[config.mk]
export PLATFORM = sky130hd
export DESIGN_NAME = fcvt_int_pipe_flat
export DESIGN_NICKNAME = d
export VERILOG_FILES = /design/src/rtl/fpu_pkg.sv /design/src/rtl/fcvt_int_pipe_if.sv /design/src/rtl/fcvt_round_sat.sv /design/src/rtl/fcvt_int_pipe.sv /design/src/flat_wrapper.sv
export SDC_FILE = /design/constraint.sdc
export NUM_CORES = 1
export LEC_CHECK = 0
export CAP_MARGIN = 20
export CORE_MARGIN = 5
export CORE_UTILIZATION = 36
export CTS_CLUSTER_DIAMETER = 100
export DETAILED_ROUTE_END_ITERATION = 10
export GPL_TIMING_DRIVEN = 0
export PLACE_DENSITY = 0.64
export SYNTH_ARGS = -nofsm -noshare
export SYNTH_HDL_FRONTEND = slang
export SYNTH_SLANG_ARGS = --single-unit
[constraint.sdc]
create_clock -name clk -period 5.5 [get_ports clk]
set_clock_uncertainty 0.05 [all_clocks]
set_input_delay 1.65 -clock clk [delete_from_list [all_inputs] [get_ports clk]]
set_output_delay 1.65 -clock clk [all_outputs]
set_load 0.01 [all_outputs]
[src/rtl/fpu_pkg.sv]
// rtl/fpu_pkg.sv - FP32 field constants, rounding modes, flag indices and round-increment helper
package fpu_pkg;

  localparam logic [2:0] RM_RNE = 3'b000;
  localparam logic [2:0] RM_RTZ = 3'b001;
  localparam logic [2:0] RM_RDN = 3'b010;
  localparam logic [2:0] RM_RUP = 3'b011;
  localparam logic [2:0] RM_RMM = 3'b100;

  localparam int FLG_NV  = 4;
  localparam int FLG_DZ  = 3;
  localparam int FLG_OF  = 2;
  localparam int FLG_UF  = 1;
  localparam int FLG_NX  = 0;
  localparam int FLAGS_W = 5;

  localparam int FP_EXP_W = 8;
  localparam int FP_MAN_W = 23;
  localparam int FP_BIAS  = 127;

  // tiny covers zero and subnormals; the stage-1 sticky then says which
  typedef struct packed {
    logic nan;
    logic inf;
    logic ovf;
    logic tiny;
  } fcls_t;

  function automatic logic round_inc(input logic [2:0] rm, input logic sign,
                                     input logic lsb, input logic g, input logic st);
    logic inc;
    case (rm)
      RM_RTZ:  inc = 1'b0;
      RM_RDN:  inc = sign & (g | st);
      RM_RUP:  inc = ~sign & (g | st);
      RM_RMM:  inc = g;
      default: inc = g & (lsb | st);
    endcase
    return inc;
  endfunction

endpackage

[src/rtl/fcvt_int_pipe_if.sv]
// rtl/fcvt_int_pipe_if.sv - issue-side and writeback-side handshake bundle of the converter
interface fcvt_int_pipe_if #(
  parameter int INT_W = 32,
  parameter int TAG_W = 5
);
  import fpu_pkg::*;

  logic                              in_valid;
  logic                              in_ready;
  logic [FP_EXP_W+FP_MAN_W:0]        in_x;
  logic [2:0]                        in_rm;
  logic                              in_uns;
  logic [TAG_W-1:0]                  in_tag;
  logic                              out_valid;
  logic                              out_ready;
  logic [INT_W-1:0]                  out_y;
  logic [FLAGS_W-1:0]                out_flags;
  logic [TAG_W-1:0]                  out_tag;

  modport master (
    output in_valid, in_x, in_rm, in_uns, in_tag, out_ready,
    input  in_ready, out_valid, out_y, out_flags, out_tag
  );

  modport slave (
    input  in_valid, in_x, in_rm, in_uns, in_tag, out_ready,
    output in_ready, out_valid, out_y, out_flags, out_tag
  );

endinterface

[src/rtl/fcvt_round_sat.sv]
// rtl/fcvt_round_sat.sv - stage 2: rounding increment, negation, range check and exception flags
module fcvt_round_sat
  import fpu_pkg::*;
#(
  parameter int INT_W = 32
) (
  input  logic               sign_i,
  input  logic               uns_i,
  input  logic [2:0]         rm_i,
  input  logic [INT_W-1:0]   mag_i,
  input  logic               g_i,
  input  logic               st_i,
  input  fcls_t              cls_i,
  output logic [INT_W-1:0]   y_o,
  output logic [FLAGS_W-1:0] flags_o
);

  logic             inc;
  logic             inexact;
  logic             nv;
  logic             nx;
  logic [INT_W:0]   rmag;
  logic [INT_W:0]   neg;
  logic [INT_W-1:0] max_v;
  logic [INT_W-1:0] min_v;

  always_comb begin
    inc     = round_inc(rm_i, sign_i, mag_i[0], g_i, st_i);
    rmag    = {1'b0, mag_i} + {{INT_W{1'b0}}, inc};
    neg     = -rmag;
    inexact = g_i | st_i;
    max_v   = uns_i ? {INT_W{1'b1}} : {1'b0, {(INT_W-1){1'b1}}};
    min_v   = uns_i ? {INT_W{1'b0}} : {1'b1, {(INT_W-1){1'b0}}};
    y_o     = '0;
    nv      = 1'b0;
    nx      = 1'b0;
    if (cls_i.nan) begin
      y_o = max_v;
      nv  = 1'b1;
    end else if (cls_i.inf || cls_i.ovf) begin
      y_o = sign_i ? min_v : max_v;
      nv  = 1'b1;
    end else if (cls_i.tiny) begin
      nx = st_i;
    end else if (sign_i) begin
      // the wide negation lands in range only with its top two bits set
      if (rmag == '0) begin
        nx = inexact;
      end else if (!uns_i && (neg[INT_W:INT_W-1] == 2'b11)) begin
        y_o = neg[INT_W-1:0];
        nx  = inexact;
      end else begin
        y_o = min_v;
        nv  = 1'b1;
      end
    end else if (uns_i ? rmag[INT_W] : (|rmag[INT_W:INT_W-1])) begin
      y_o = max_v;
      nv  = 1'b1;
    end else begin
      y_o = rmag[INT_W-1:0];
      nx  = inexact;
    end
    flags_o         = '0;
    flags_o[FLG_NV] = nv;
    flags_o[FLG_DZ] = 1'b0;
    flags_o[FLG_OF] = 1'b0;
    flags_o[FLG_UF] = 1'b0;
    flags_o[FLG_NX] = nx;
  end

endmodule

[src/rtl/fcvt_int_pipe.sv]
// rtl/fcvt_int_pipe.sv - two-stage elastic FP32 to signed/unsigned integer converter
module fcvt_int_pipe
  import fpu_pkg::*;
#(
  parameter int INT_W = 32,
  parameter int TAG_W = 5
) (
  input logic            clk,
  input logic            rstn,
  fcvt_int_pipe_if.slave io
);

  localparam int                   EXT_W    = INT_W + 26;
  localparam int                   SH_W     = 9;
  localparam logic [SH_W-1:0]      RSH_BASE = SH_W'(INT_W + FP_BIAS - 1);
  localparam logic [SH_W-1:0]      RSH_MAX  = SH_W'(EXT_W);
  localparam logic [FP_EXP_W-1:0]  EXP_OVF  = FP_EXP_W'(FP_BIAS + INT_W);

  logic                s1_valid_q, s1_valid_d;
  logic                s1_sign_q, s1_uns_q, s1_g_q, s1_st_q;
  logic                s1_g_d, s1_st_d;
  logic [2:0]          s1_rm_q;
  logic [INT_W-1:0]    s1_mag_q, s1_mag_d;
  fcls_t               s1_cls_q, s1_cls_d;
  logic [TAG_W-1:0]    s1_tag_q;
  logic                out_valid_q, out_valid_d;
  logic [INT_W-1:0]    out_y_q;
  logic [FLAGS_W-1:0]  out_flags_q;
  logic [TAG_W-1:0]    out_tag_q;

  logic                adv, in_fire, out_load;
  logic [FP_EXP_W-1:0] dec_exp;
  logic [FP_MAN_W-1:0] dec_man;
  logic [SH_W-1:0]     rsh;
  logic [2*EXT_W-1:0]  shifted;
  logic [INT_W-1:0]    rs_y;
  logic [FLAGS_W-1:0]  rs_flags;

  assign adv          = !out_valid_q || io.out_ready;
  assign io.in_ready  = !s1_valid_q || adv;
  assign in_fire      = io.in_valid && io.in_ready;
  assign out_load     = adv && s1_valid_q;
  assign s1_valid_d   = io.in_ready ? io.in_valid : s1_valid_q;
  assign out_valid_d  = adv ? s1_valid_q : out_valid_q;

  assign io.out_valid = out_valid_q;
  assign io.out_y     = out_y_q;
  assign io.out_flags = out_flags_q;
  assign io.out_tag   = out_tag_q;

  // Fixed point with INT_W integer bits over 26 fraction bits: guard at 25, sticky below,
  // everything shifted past the bottom lands in the lower half and folds into sticky.
  always_comb begin
    dec_exp       = io.in_x[FP_EXP_W+FP_MAN_W-1:FP_MAN_W];
    dec_man       = io.in_x[FP_MAN_W-1:0];
    s1_cls_d      = '0;
    s1_cls_d.nan  = (dec_exp == '1) && (dec_man != '0);
    s1_cls_d.inf  = (dec_exp == '1) && (dec_man == '0);
    s1_cls_d.ovf  = (dec_exp >= EXP_OVF) && (dec_exp != '1);
    s1_cls_d.tiny = (dec_exp == '0);
    if ({1'b0, dec_exp} > RSH_BASE) begin
      rsh = '0;
    end else begin
      rsh = RSH_BASE - {1'b0, dec_exp};
    end
    if (rsh > RSH_MAX) begin
      rsh = RSH_MAX;
    end
    shifted  = {1'b1, dec_man, {(INT_W+2){1'b0}}, {EXT_W{1'b0}}} >> rsh;
    s1_mag_d = shifted[2*EXT_W-1 -: INT_W];
    s1_g_d   = shifted[EXT_W+25];
    s1_st_d  = |shifted[EXT_W+24:0];
    if (s1_cls_d.tiny) begin
      s1_mag_d = '0;
      s1_g_d   = 1'b0;
      s1_st_d  = |dec_man;
    end
  end

  always_ff @(posedge clk) begin
    if (!rstn) begin
      s1_valid_q  <= 1'b0;
      out_valid_q <= 1'b0;
      out_y_q     <= '0;
      out_flags_q <= '0;
      out_tag_q   <= '0;
    end else begin
      s1_valid_q  <= s1_valid_d;
      out_valid_q <= out_valid_d;
      if (out_load) begin
        out_y_q     <= rs_y;
        out_flags_q <= rs_flags;
        out_tag_q   <= s1_tag_q;
      end
    end
  end

  always_ff @(posedge clk) begin
    if (in_fire) begin
      s1_sign_q <= io.in_x[FP_EXP_W+FP_MAN_W];
      s1_uns_q  <= io.in_uns;
      s1_rm_q   <= io.in_rm;
      s1_mag_q  <= s1_mag_d;
      s1_g_q    <= s1_g_d;
      s1_st_q   <= s1_st_d;
      s1_cls_q  <= s1_cls_d;
      s1_tag_q  <= io.in_tag;
    end
  end

  fcvt_round_sat #(.INT_W(INT_W)) u_round_sat (
    .sign_i  (s1_sign_q),
    .uns_i   (s1_uns_q),
    .rm_i    (s1_rm_q),
    .mag_i   (s1_mag_q),
    .g_i     (s1_g_q),
    .st_i    (s1_st_q),
    .cls_i   (s1_cls_q),
    .y_o     (rs_y),
    .flags_o (rs_flags)
  );

endmodule
[src/flat_wrapper.sv]
// flat-port wrapper written by rule: the top's interface ports become plain ports
module fcvt_int_pipe_flat import fpu_pkg::*;
#(
  parameter int INT_W = 32,
  parameter int TAG_W = 5
)
  (clk, rstn, io_in_valid, io_in_x, io_in_rm, io_in_uns, io_in_tag, io_out_ready, io_in_ready, io_out_valid, io_out_y, io_out_flags, io_out_tag);
  fcvt_int_pipe_if #(.INT_W(INT_W), .TAG_W(TAG_W)) io_i ();
  input logic clk;
  input logic rstn;
  input wire logic [$bits(io_i.in_valid)-1:0] io_in_valid;
  input wire logic [$bits(io_i.in_x)-1:0] io_in_x;
  input wire logic [$bits(io_i.in_rm)-1:0] io_in_rm;
  input wire logic [$bits(io_i.in_uns)-1:0] io_in_uns;
  input wire logic [$bits(io_i.in_tag)-1:0] io_in_tag;
  input wire logic [$bits(io_i.out_ready)-1:0] io_out_ready;
  output wire logic [$bits(io_i.in_ready)-1:0] io_in_ready;
  output wire logic [$bits(io_i.out_valid)-1:0] io_out_valid;
  output wire logic [$bits(io_i.out_y)-1:0] io_out_y;
  output wire logic [$bits(io_i.out_flags)-1:0] io_out_flags;
  output wire logic [$bits(io_i.out_tag)-1:0] io_out_tag;
  assign io_i.in_valid = io_in_valid;
  assign io_i.in_x = io_in_x;
  assign io_i.in_rm = io_in_rm;
  assign io_i.in_uns = io_in_uns;
  assign io_i.in_tag = io_in_tag;
  assign io_i.out_ready = io_out_ready;
  assign io_in_ready = io_i.in_ready;
  assign io_out_valid = io_i.out_valid;
  assign io_out_y = io_i.out_y;
  assign io_out_flags = io_i.out_flags;
  assign io_out_tag = io_i.out_tag;
  fcvt_int_pipe #(.INT_W(INT_W), .TAG_W(TAG_W)) u_core (.clk(clk), .rstn(rstn), .io(io_i));
endmodule
* After elaboration in Yosys (flattened, before gate mapping)
Cells that the tools add are included.
Widths: inputs -> output; s select.
** Word-level totals
- Register bits :: 89
- Output and inout bits :: 44
** Operators by class
- Equal/unequal tests :: 7
- Magnitude comparators :: 3
- Shift-type cells :: 1
- Bitwise logic cells :: 6
- Muxes and demuxes :: 29
- Add/subtract/negate cells :: 3
- Reductions and logical operators :: 19
** Operators with widths (number)
- $mux 32 :: 10
- $shr 116x9->116 :: 1
- $reduce_or 83->1 :: 1
- $add 32x1->33 :: 1
- $logic_not 33->1 :: 1
- $neg 33->33 :: 1
- $logic_not 23->1 :: 1
- $reduce_bool 23->1 :: 1
- $reduce_or 23->1 :: 1
- $mux 9 :: 2
- $mux 1 :: 16
- $gt 9x6->1 const B :: 1
- $sub 8x8->9 const A :: 1
- $eq 8x8->1 const B :: 1
- $ge 8x8->1 const B :: 1
- $gt 8x8->1 const B :: 1
- $logic_not 8->1 :: 1
- $ne 8x8->1 const B :: 1
- $eq 3x2->1 const B :: 2
- $logic_and 1x1->1 :: 6
- $pmux 1 s4 :: 1
- $and 1x1->1 :: 3
- $eq 3x1->1 const B :: 1
- $eq 3x3->1 const B :: 1
- other kinds (6) :: 11

* Depth between registers and ports, before layout
Gate-level depths: netlist of run 1.
- Depth in word-level cells :: 13
- Gate-level depth with buffers :: 24
- Mapped depth without buffers :: 23

* Modules after synthesis
Synthesis of run 1 repeated with hierarchy kept, for this count alone.
** Unflattened totals
- Cells, all modules :: 1149
- Area, all modules :: 8821.0 um^2
** By module, submodules not included
- fcvt_int_pipe :: cells each 736, seq. area each 2322.2 um^2, instances 1, area each 6054.6 um^2
- fcvt_round_sat :: cells each 413, seq. area each 0.0 um^2, instances 1, area each 2766.4 um^2

* Worst setup path before layout of run 1
OpenSTA, ideal clock, no wires.
- Kind :: in2reg
- Start :: in io_in_x[23]
- End :: reg u_core.s1_st_q, data pin
- Data arrival time :: 4.581 ns
- Setup slack :: 0.604 ns
- Setup time :: 0.265 ns
- Stages on the path :: 15
- Required time :: 5.185 ns
- Cells stage by stage :: ha_1 -> buf_2 -> or2_2 -> o21ai_2 -> a22oi_4 -> o211ai_4 -> buf_2 -> mux2i_1 -> o22ai_1 -> a311oi_2 -> a31oi_1 -> and4bb_2 -> a21oi_1 -> nor4b_2 -> o21ai_1
** On the way
- Word-level cells in the longest chain between the ends :: 7
** Ends and longest elaborated chain
- from (decl) :: line flat_wrapper.sv:12 : input wire logic [$bits(io_i.in_x)-1:0] io_in_x;
- $sub 8x8->9 or $gt 8x8->1 (tied branches) :: line fcvt_int_pipe.sv:64, fcvt_int_pipe.sv:61
- $mux 9 :: line fcvt_int_pipe.sv:61 : if ({1'b0, dec_exp} > RSH_BASE) begin
- $gt 9x6->1 :: line fcvt_int_pipe.sv:66 : if (rsh > RSH_MAX) begin
- $mux 9 :: line fcvt_int_pipe.sv:66
- $shr 116x9->116 :: line fcvt_int_pipe.sv:69 : shifted = {1'b1, dec_man, {(INT_W+2){1'b0}}, {EXT_W{1'b0}}} >> rsh;
- $reduce_or 83->1 :: line fcvt_int_pipe.sv:72 : s1_st_d = |shifted[EXT_W+24:0];
- $mux 1 (*) :: line fcvt_int_pipe.sv:73 : if (s1_cls_d.tiny) begin
- net u_core.s1_st_d :: line fcvt_int_pipe.sv:21 : logic s1_g_d, s1_st_d;
- to (signal assigned) :: line fcvt_int_pipe.sv:105 : s1_st_q <= s1_st_d;
- to (decl) :: line fcvt_int_pipe.sv:20 : logic s1_sign_q, s1_uns_q, s1_g_q, s1_st_q;
The timed path passes the listed nets; every way through them passes the cells marked *.
A chain may end at the register's enable or synchronous reset.

* Worst setup path after layout of run 1
- Start :: in io_in_x[25]
- End :: reg u_core.s1_st_q, data pin
Same word-level chain as after synthesis.

==> impl_metrics.sql, run 1 <==
INSERT INTO impl_metrics (metric_group, metric, value, unit) VALUES
('route', 'wl_met1', '11.40', 'mm'),
('power', 'totalPowerFinal', '2.267', 'mW'),
('floorplanning', 'coreArea', '21960', 'sq um'),
('timing', 'hold_violations', '0', ''),
('layout', 'n_antenna_cell', '0', ''),
('global_route', 'global_route_usage_sum', '0.1905', ''),
('power', 'switching_share', '0.3666', ''),
('status', 'status', 'finished clean', ''),
('yosys', 'synth.largest_area_cell', 'edfxtp_1', ''),
('clocking', 'clk-insertion-delay-late', '0.34', 'ns'),
('global_route', 'grt_first_pass_wirelength', '40.40', 'mm'),
('global_route', 'grt_overflow', '0', ''),
('place', 'gp_routability_congestion', '0.9757', ''),
('timing', 'worst_slew_pin_slew', '0.8284', 'ns'),
('timing', 'finalSetupViolations', '0', ''),
('clocking', 'clock_tree.root_cell', 'clkbuf_16', ''),
('power', 'internal_power_contribution', '1.436', 'mW'),
('route', 'drcViolationCount', '0', ''),
('power', 'total_leakage_power', '3.532', 'nW'),
('yosys', 'syn_area_per_cell', '8.907', 'sq um'),
('yosys', 'number_of_enable_type_register_cells_in_the_synthesized_netlist', '48', ''),
('power', 'p_per_area', '227.9', 'nW/um^2'),
('route', 'firstDrtPassIters', '5', ''),
('min_path', 'worstHoldPathType', 'register to register', ''),
('min_path', 'hp-start', 'u_core.io.out_tag[2]', ''),
('floorplanning', 'num_rows', '54', ''),
('power', 'max-vdd-ir-drop', '0.0001175', 'V'),
('yosys', 'synth_warnings', '0', ''),
('power', 'power.share.combinational', '0.410', ''),
('floorplanning', 'floorplan.die.height', '159.8', 'um'),
('floorplanning', 'start_util', '0.3679', ''),
('layout', 'final_core_utilization', '0.4532', ''),
('yosys', 'syn-instance-count', '907', ''),
('min_path', 'holdPathEnd', 'u_core.io.out_tag[2]', ''),
('run', 'max_cap_violations', '0', ''),
('clocking', 'cts.reportedPaths.clkPinSlew', '0.06', 'ns'),
('clocking', 'clock_sink_count', '89', ''),
('layout', 'stdcell_area', '9951', 'sq um'),
('clocking', 'clock_tree_from_tritoncts', 'built', ''),
('critical_path', 'worstSetupPathType', 'primary input to register', ''),
('layout', 'drive_above_1_share', '0.2091', ''),
('layout', 'area_growth_syn_to_layout', '23.17', '%'),
('place', 'hpwl', '19.81', 'mm'),
('global_route', 'grt_max_degree', '45', ''),
('clocking', 'clock_tree.htree_level_count', '3', ''),
('route', 'post_detailed_route_count_of_antenna_violating_nets', '0', ''),
('floorplanning', 'io-pin-count', '89', ''),
('yosys', 'synth.area.top_cells', 'edfxtp_1, dfxtp_1, a221oi_2', ''),
('yosys', 'synth-async-reset-ratio', '0', ''),
('yosys', 'postSynth.topFlopCell', 'edfxtp_1', ''),
('critical_path', 'endpoint_kind', 'register', ''),
('global_route', 'antenna_found_initial', '0', ''),
('min_path', 'holdPathStages', '2', ''),
('floorplanning', 'die_w', '159.8', 'um'),
('critical_path', 'worstPathMaxFanout', '10', ''),
('route', 'iteration_0_drc_count_of_the_detailed_router', '694', ''),
('clocking', 'clockBufferDepth', '2', ''),
('power', 'power.share.sequential', '0.353', ''),
('route', 'totalWireLength', '25.49', 'mm'),
('power', 'power.share.clock', '0.237', ''),
('clocking', 'numCtsBuffers', '9', ''),
('route', 'vias_per_cell', '5.967', ''),
('yosys', 'yosysMostFrequentCell', 'nor2_1', ''),
('timing', 'timing.setup.tns', '0', 'ns'),
('critical_path', 'timing.critical_path.arrival', '5.42', 'ns'),
('timing', 'finalCritPeriodShare', '0.9814', ''),
('place', 'number_of_buffer_cells_added_on_primary_ports', '84', ''),
('critical_path', 'timing.reg2reg.worst_path_depth', '21', ''),
('timing', 'hold-worst-slack', '0.4135', 'ns'),
('yosys', 'yosysUniqueCellTypes', '101', ''),
('timing', 'final-max-slew-violation-count', '0', '');
==> critical path, cell delays in order <==
cell and delay [ns]:
clkdlybuf4s50_1 0.48, buf_6 0.14, nand3_4 0.11, o211a_1 0.28
nor2_1 0.25, buf_2 0.35, o21ai_4 0.18, mux4_2 0.36
o221ai_4 0.30, mux2_2 0.29, nor2b_1 0.15, nand4_1 0.10
o31a_1 0.36, nor4_2 0.30, o21ai_2 0.12
==> cell type report <==
cell class / instances / area (sq um)
buffer: 66 / 395.4
clock inverter: 4 / 20.02
tap: 280 / 350.3
timing repair buffer: 104 / 1003
fill: 2138 / 12010
inverter: 27 / 101.3
clock buffer: 12 / 236.5
multi-input combinational: 726 / 5582
sequential: 89 / 2262
==> metrics by stage <==
| stage | cells | setup WS (ns) |
|---|---|---|
| after global routing | 1308 | -0.03800 |
| final | 1308 | 0.1023 |
| after global placement | 1273 | -0.9559 |
| after CTS | 1296 | 0.002503 |
| after detailed placement | 1274 | -0.8791 |
| after floorplan | 909 | 0.6039 |
==> layer usage <==
metal | track usage | vias up
met4 | 0.08291 | 0
met2 | 0.3127 | 327
li1 | - | 3775
met1 | 0.2541 | 3648
met3 | 0.02165 | 55
met5 | 0 | -
==> flip-flops by register name, indices dropped and copies added, names as in the netlist, 2 cells and up <==
signal,flops
u_core.io.out_flags,2
u_core.io.out_tag,5
u_core.io.out_y,32
u_core.s1_cls_q,4
u_core.s1_mag_q,32
u_core.s1_rm_q,3
u_core.s1_tag_q,5
==> power groups by stage <==
stage | Clock (mW) | Combinational [mW] | Sequential, mW
floorplan | 0 | 0.569 | 0.814
global placement | 0 | 0.850 | 0.812
detailed placement | 0 | 0.849 | 0.814
CTS | 0.553 | 0.882 | 0.800
global route | 0.573 | 0.990 | 0.807
finish | 0.538 | 0.930 | 0.800
==> layout by cell type, fill, tap and decap left out, drive strengths merged, types with 5 or more instances in the layout <==
| master | n |
|---|---|
| a31oi | 8 |
| o22ai | 6 |
| nor2 | 91 |
| and2 | 10 |
| a21oi | 36 |
| xnor2 | 36 |
| nand3 | 31 |
| a221oi | 36 |
| a22oi | 13 |
| a21boi | 12 |
| xor2 | 26 |
| clkdlybuf4s50 | 78 |
| o21ai | 36 |
| o2111ai | 8 |
| edfxtp | 48 |
| or2 | 6 |
| nand4 | 17 |
| nor2b | 11 |
| nor3 | 22 |
| o21a | 6 |
| a211o | 6 |
| mux2 | 7 |
| clkbuf | 37 |
| ha | 7 |
| mux2i | 24 |
| buf | 63 |
| and4 | 6 |
| o221a | 32 |
| inv | 28 |
| o211ai | 8 |
| and3 | 17 |
| a211oi | 18 |
| nand2 | 79 |
| a2111oi | 6 |
| o2111a | 5 |
| nor4 | 20 |
| a22o | 6 |
| dfxtp | 41 |
==> worst max-delay path by stage <==
stage                 from        endpoint  slack, ns  cells past startpoint
6_report       io_in_x[25]  u_core.s1_st_q       0.10                     15
5_1_grt        io_in_x[25]  u_core.s1_st_q      -0.04                     15
4_1_cts        io_in_x[24]  u_core.s1_st_q      0.003                     16
3_5_place_dp   io_in_x[24]  u_core.s1_st_q      -0.88                     16
3_3_place_gp   io_in_x[24]  u_core.s1_st_q      -0.96                     16
2_1_floorplan  io_in_x[23]  u_core.s1_st_q       0.60                     15
==> cell families after synthesis <==
kind of cell | share of synthesized area
xor gates and xnor gates | 0.06814
other | 0.0004642
muxes | 0.04507
adders and majority gates | 0.01084
buffers and inverters | 0.06040
AOI/OAI and AO/OA | 0.3170
and+or+nand+nor | 0.2181
DFF | 0.2800
==> what timing repair did <==
action                     in CTS  in global routing
hold buffers                    0                  0
resized for setup              29                 41
gates cloned                    0                  0
pin swaps                       5                 17
setup buffers                   7                 12
setup endpoints to repair      33                 32
No activity file was read; power rests on OpenSTA's default activity.
==> run 2: changes to the inputs <==
- DONT_BUFFER_PORTS: default -> 1
- PLACE_DENSITY: 0.64 -> 0.59
==> run 2 against run 1 <==
  * Total power grew 0.47%
  * Global-route usage shrank 0.35 points
  * Count of clock-buffer cells in the layout is the same
  * Critical path depth is the same
  * Clock power grew 26%
  * Sequential power grew 2%
  * First-iteration DRC count grew 5.9%
  * Worst hold slack gained 0.046 ns
  * Die area is the same
  * Utilization shrank 4.7 points
==> impl_metrics.sql, run 2 (synthesized netlist as in run 1, its figures left out) <==
INSERT INTO impl_metrics (metric_group, metric, value, unit) VALUES
('status', 'status', 'finished clean', ''),
('power', 'power.share.combinational', '0.346', ''),
('global_route', 'grt_use_met2', '0.2984', ''),
('power', 'internal_power_contribution', '1.487', 'mW'),
('critical_path', 'cpPeakStageDelay', '0.51', 'ns'),
('critical_path', 'critical-path-slowest-cell', 'a311oi_2', ''),
('timing', 'finalSetupViolations', '0', ''),
('floorplanning', 'floorplan.die.height', '159.8', 'um'),
('timing', 'hold_violations', '0', ''),
('clocking', 'clock_tree.root_cell', 'clkbuf_16', ''),
('clocking', 'numCtsBuffers', '9', ''),
('global_route', 'grt_most_used_layer', 'met2', ''),
('global_route', 'grt_overflow', '0', ''),
('layout', 'fill_cells', '2205', ''),
('power', 'switching_share', '0.3472', ''),
('run', 'max_cap_violations', '0', ''),
('critical_path', 'worst_setup_path_start_kind', 'primary input', ''),
('floorplanning', 'io-pin-count', '89', ''),
('floorplanning', 'die_area', '25540', 'sq um'),
('clocking', 'cts.reportedPaths.clkPinSlew', '0.06', 'ns'),
('timing', 'final-max-slew-violation-count', '0', ''),
('timing', 'fmax_achieved', '0.1894', 'GHz'),
('layout', 'layout.nets', '978', ''),
('critical_path', 'worstSetupPathType', 'primary input to register', ''),
('critical_path', 'endpoint_kind', 'register', ''),
('critical_path', 'worstPathMaxFanout', '10', ''),
('layout', 'final_core_utilization', '0.4060', ''),
('power', 'max-vdd-ir-drop', '0.0001154', 'V'),
('global_route', 'grt_first_pass_wirelength', '39.68', 'mm'),
('critical_path', 'worst-endpoint-required', '5.52', 'ns'),
('floorplanning', 'num_rows', '54', ''),
('global_route', 'global_route.usage.met3', '0.03531', ''),
('layout', 'most-common-layout-cells', 'nor2_1, nand2_1, edfxtp_1', ''),
('layout', 'final-seq-area', '2262', 'sq um'),
('layout', 'multi_input_area', '5410', 'sq um'),
('clocking', 'clock_sink_count', '89', ''),
('route', 'totalWireLength', '25.01', 'mm'),
('power', 'total_leakage_power', '3.122', 'nW'),
('clocking', 'clock_tree_from_tritoncts', 'built', ''),
('layout', 'drive_above_1_share', '0.1933', ''),
('route', 'route.vias.total', '7435', ''),
('layout', 'stdcell_count', '1211', ''),
('clocking', 'clk-insertion-delay-late', '0.34', 'ns'),
('route', 'iteration_0_drc_count_of_the_detailed_router', '735', ''),
('place', 'dpl.cell_count', '1191', ''),
('route', 'firstDrtPassIters', '5', ''),
('route', 'drcViolationCount', '0', ''),
('global_route', 'grt_pass1_vias', '7092', ''),
('timing', 'maxSlewHeadroom', '0.4021', ''),
('layout', 'stdcell_area', '8916', 'sq um'),
('timing', 'hold-worst-slack', '0.4593', 'ns'),
('timing', 'finalCritPeriodShare', '0.9598', ''),
('power', 'power.share.clock', '0.297', ''),
('power', 'p_per_area', '255.5', 'nW/um^2'),
('timing', 'final_period_demand_of_the_worst_path', '5.279', 'ns'),
('global_route', 'met1_usage', '0.2493', ''),
('critical_path', 'reg2reg_setup_slack', '0.38', 'ns'),
('place', 'number_of_buffer_cells_added_on_primary_ports', '0', ''),
('place', 'detailed_place.area', '8469', 'sq um'),
('critical_path', 'timing.critical_path.arrival', '5.30', 'ns'),
('global_route', 'global_route_usage_sum', '0.1870', ''),
('critical_path', 'worst-path-buf-inv', '2', ''),
('power', 'power.share.sequential', '0.357', ''),
('route', 'post_detailed_route_count_of_antenna_violating_nets', '0', ''),
('global_route', 'antenna_found_initial', '0', ''),
('critical_path', 'worstPathCellList', 'ha_1, buf_2, or2_2, o21ai_2, a22oi_4, o211ai_4, buf_2, mux2i_1, o22ai_1, a311oi_2, a221oi_2, nor4b_2, nand4_1, nor4b_2, o21ai_1', ''),
('place', 'gp_routability_congestion', '0.9578', ''),
('timing', 'worst_slew_pin_slew', '0.8915', 'ns'),
('clocking', 'clockBufferDepth', '2', ''),
('critical_path', 'crit_family', 'compound AO/OA/AOI/OAI gates', ''),
('min_path', 'worstHoldPathType', 'register to register', ''),
('floorplanning', 'start_util', '0.3679', ''),
('place', 'hpwl', '19.63', 'mm'),
('layout', 'n_antenna_cell', '0', ''),
('global_route', 'grt_max_degree', '43', ''),
('layout', 'mostFrequentLayoutCell', 'nor2_1', ''),
('route', 'vias_per_cell', '6.140', ''),
('route', 'avgRoutedWirePerCell', '20.65', 'um'),
('floorplanning', 'die_w', '159.8', 'um'),
('power', 'p_switching', '0.7910', 'mW'),
('floorplanning', 'coreArea', '21960', 'sq um'),
('clocking', 'clock_tree.htree_level_count', '3', ''),
('layout', 'area_growth_syn_to_layout', '10.36', '%');
==> run 2: metal layers <==
metal  vias to the layer above  routed length, um
li1                       3584                  -
met1                      3453              11030
met2                       332              11270
met3                        66               1853
met4                         0                855
met5                         -                  0
==> run 2: repair_timing <==
| action | 4_1_cts | 5_1_grt |
|---|---|---|
| resized for setup | 3 | 11 |
| pin swaps | 0 | 1 |
| hold buffers | 0 | 0 |
| setup buffers | 1 | 4 |
| setup endpoints to repair | 31 | 32 |
==> run 2: path summary, 6_finish.rpt <==
kind	start	end	cells after the start
worst max-delay path	io_in_x[23]	u_core.s1_st_q	15
worst min-delay path	u_core.io.out_tag[2]	u_core.io.out_tag[2]	2
worst max register to register	u_core.s1_sign_q	u_core.io.out_y[29]	21
worst min register to register	u_core.io.out_tag[2]	u_core.io.out_tag[2]	2
==> run 2: worst register-to-register path, delay by kind of cell, from the launching register on <==
| kind | cells | cell delay (ns) |
|---|---|---|
| buf+inv | 1 | 0.21 |
| flops | 1 | 0.41 |
| compound gates | 5 | 1.01 |
| xor+xnor | 2 | 0.35 |
| simple gates | 10 | 2.23 |
| fa+ha+maj | 3 | 0.80 |
==> run 2: area by class of cell <==
| type | instances | area share |
|---|---|---|
| Tap cell | 280 | 0.03929 |
| Buffer | 66 | 0.04294 |
| Inverter | 27 | 0.01137 |
| Clock inverter | 4 | 0.008139 |
| Timing Repair Buffer | 7 | 0.007718 |
| Multi-Input combinational cell | 726 | 0.6068 |
| Clock buffer | 12 | 0.03003 |
| Sequential cell | 89 | 0.2537 |
==> run 2: per-stage QoR <==
| step | power, mW | TNS [ns] | worst slack [ns] |
|---|---|---|---|
| after detailed placement | 1.582 | -6.572 | -0.3872 |
| final | 2.278 | 0 | 0.2210 |
| after floorplan | 1.382 | 0 | 0.6039 |
| after global routing | 2.384 | -0.02416 | -0.02416 |
| after CTS | 2.265 | 0 | 0.006196 |
| after global placement | 1.583 | -5.852 | -0.3447 |
==> run 2: power groups by stage <==
stage	clock (mW)	sequential [mW]	combinational [mW]
3_3_place_gp	0	0.827	0.756
3_5_place_dp	0	0.827	0.755
4_1_cts	0.691	0.813	0.761
5_1_grt	0.717	0.821	0.845
2_1_floorplan	0	0.814	0.569
6_report	0.677	0.813	0.788
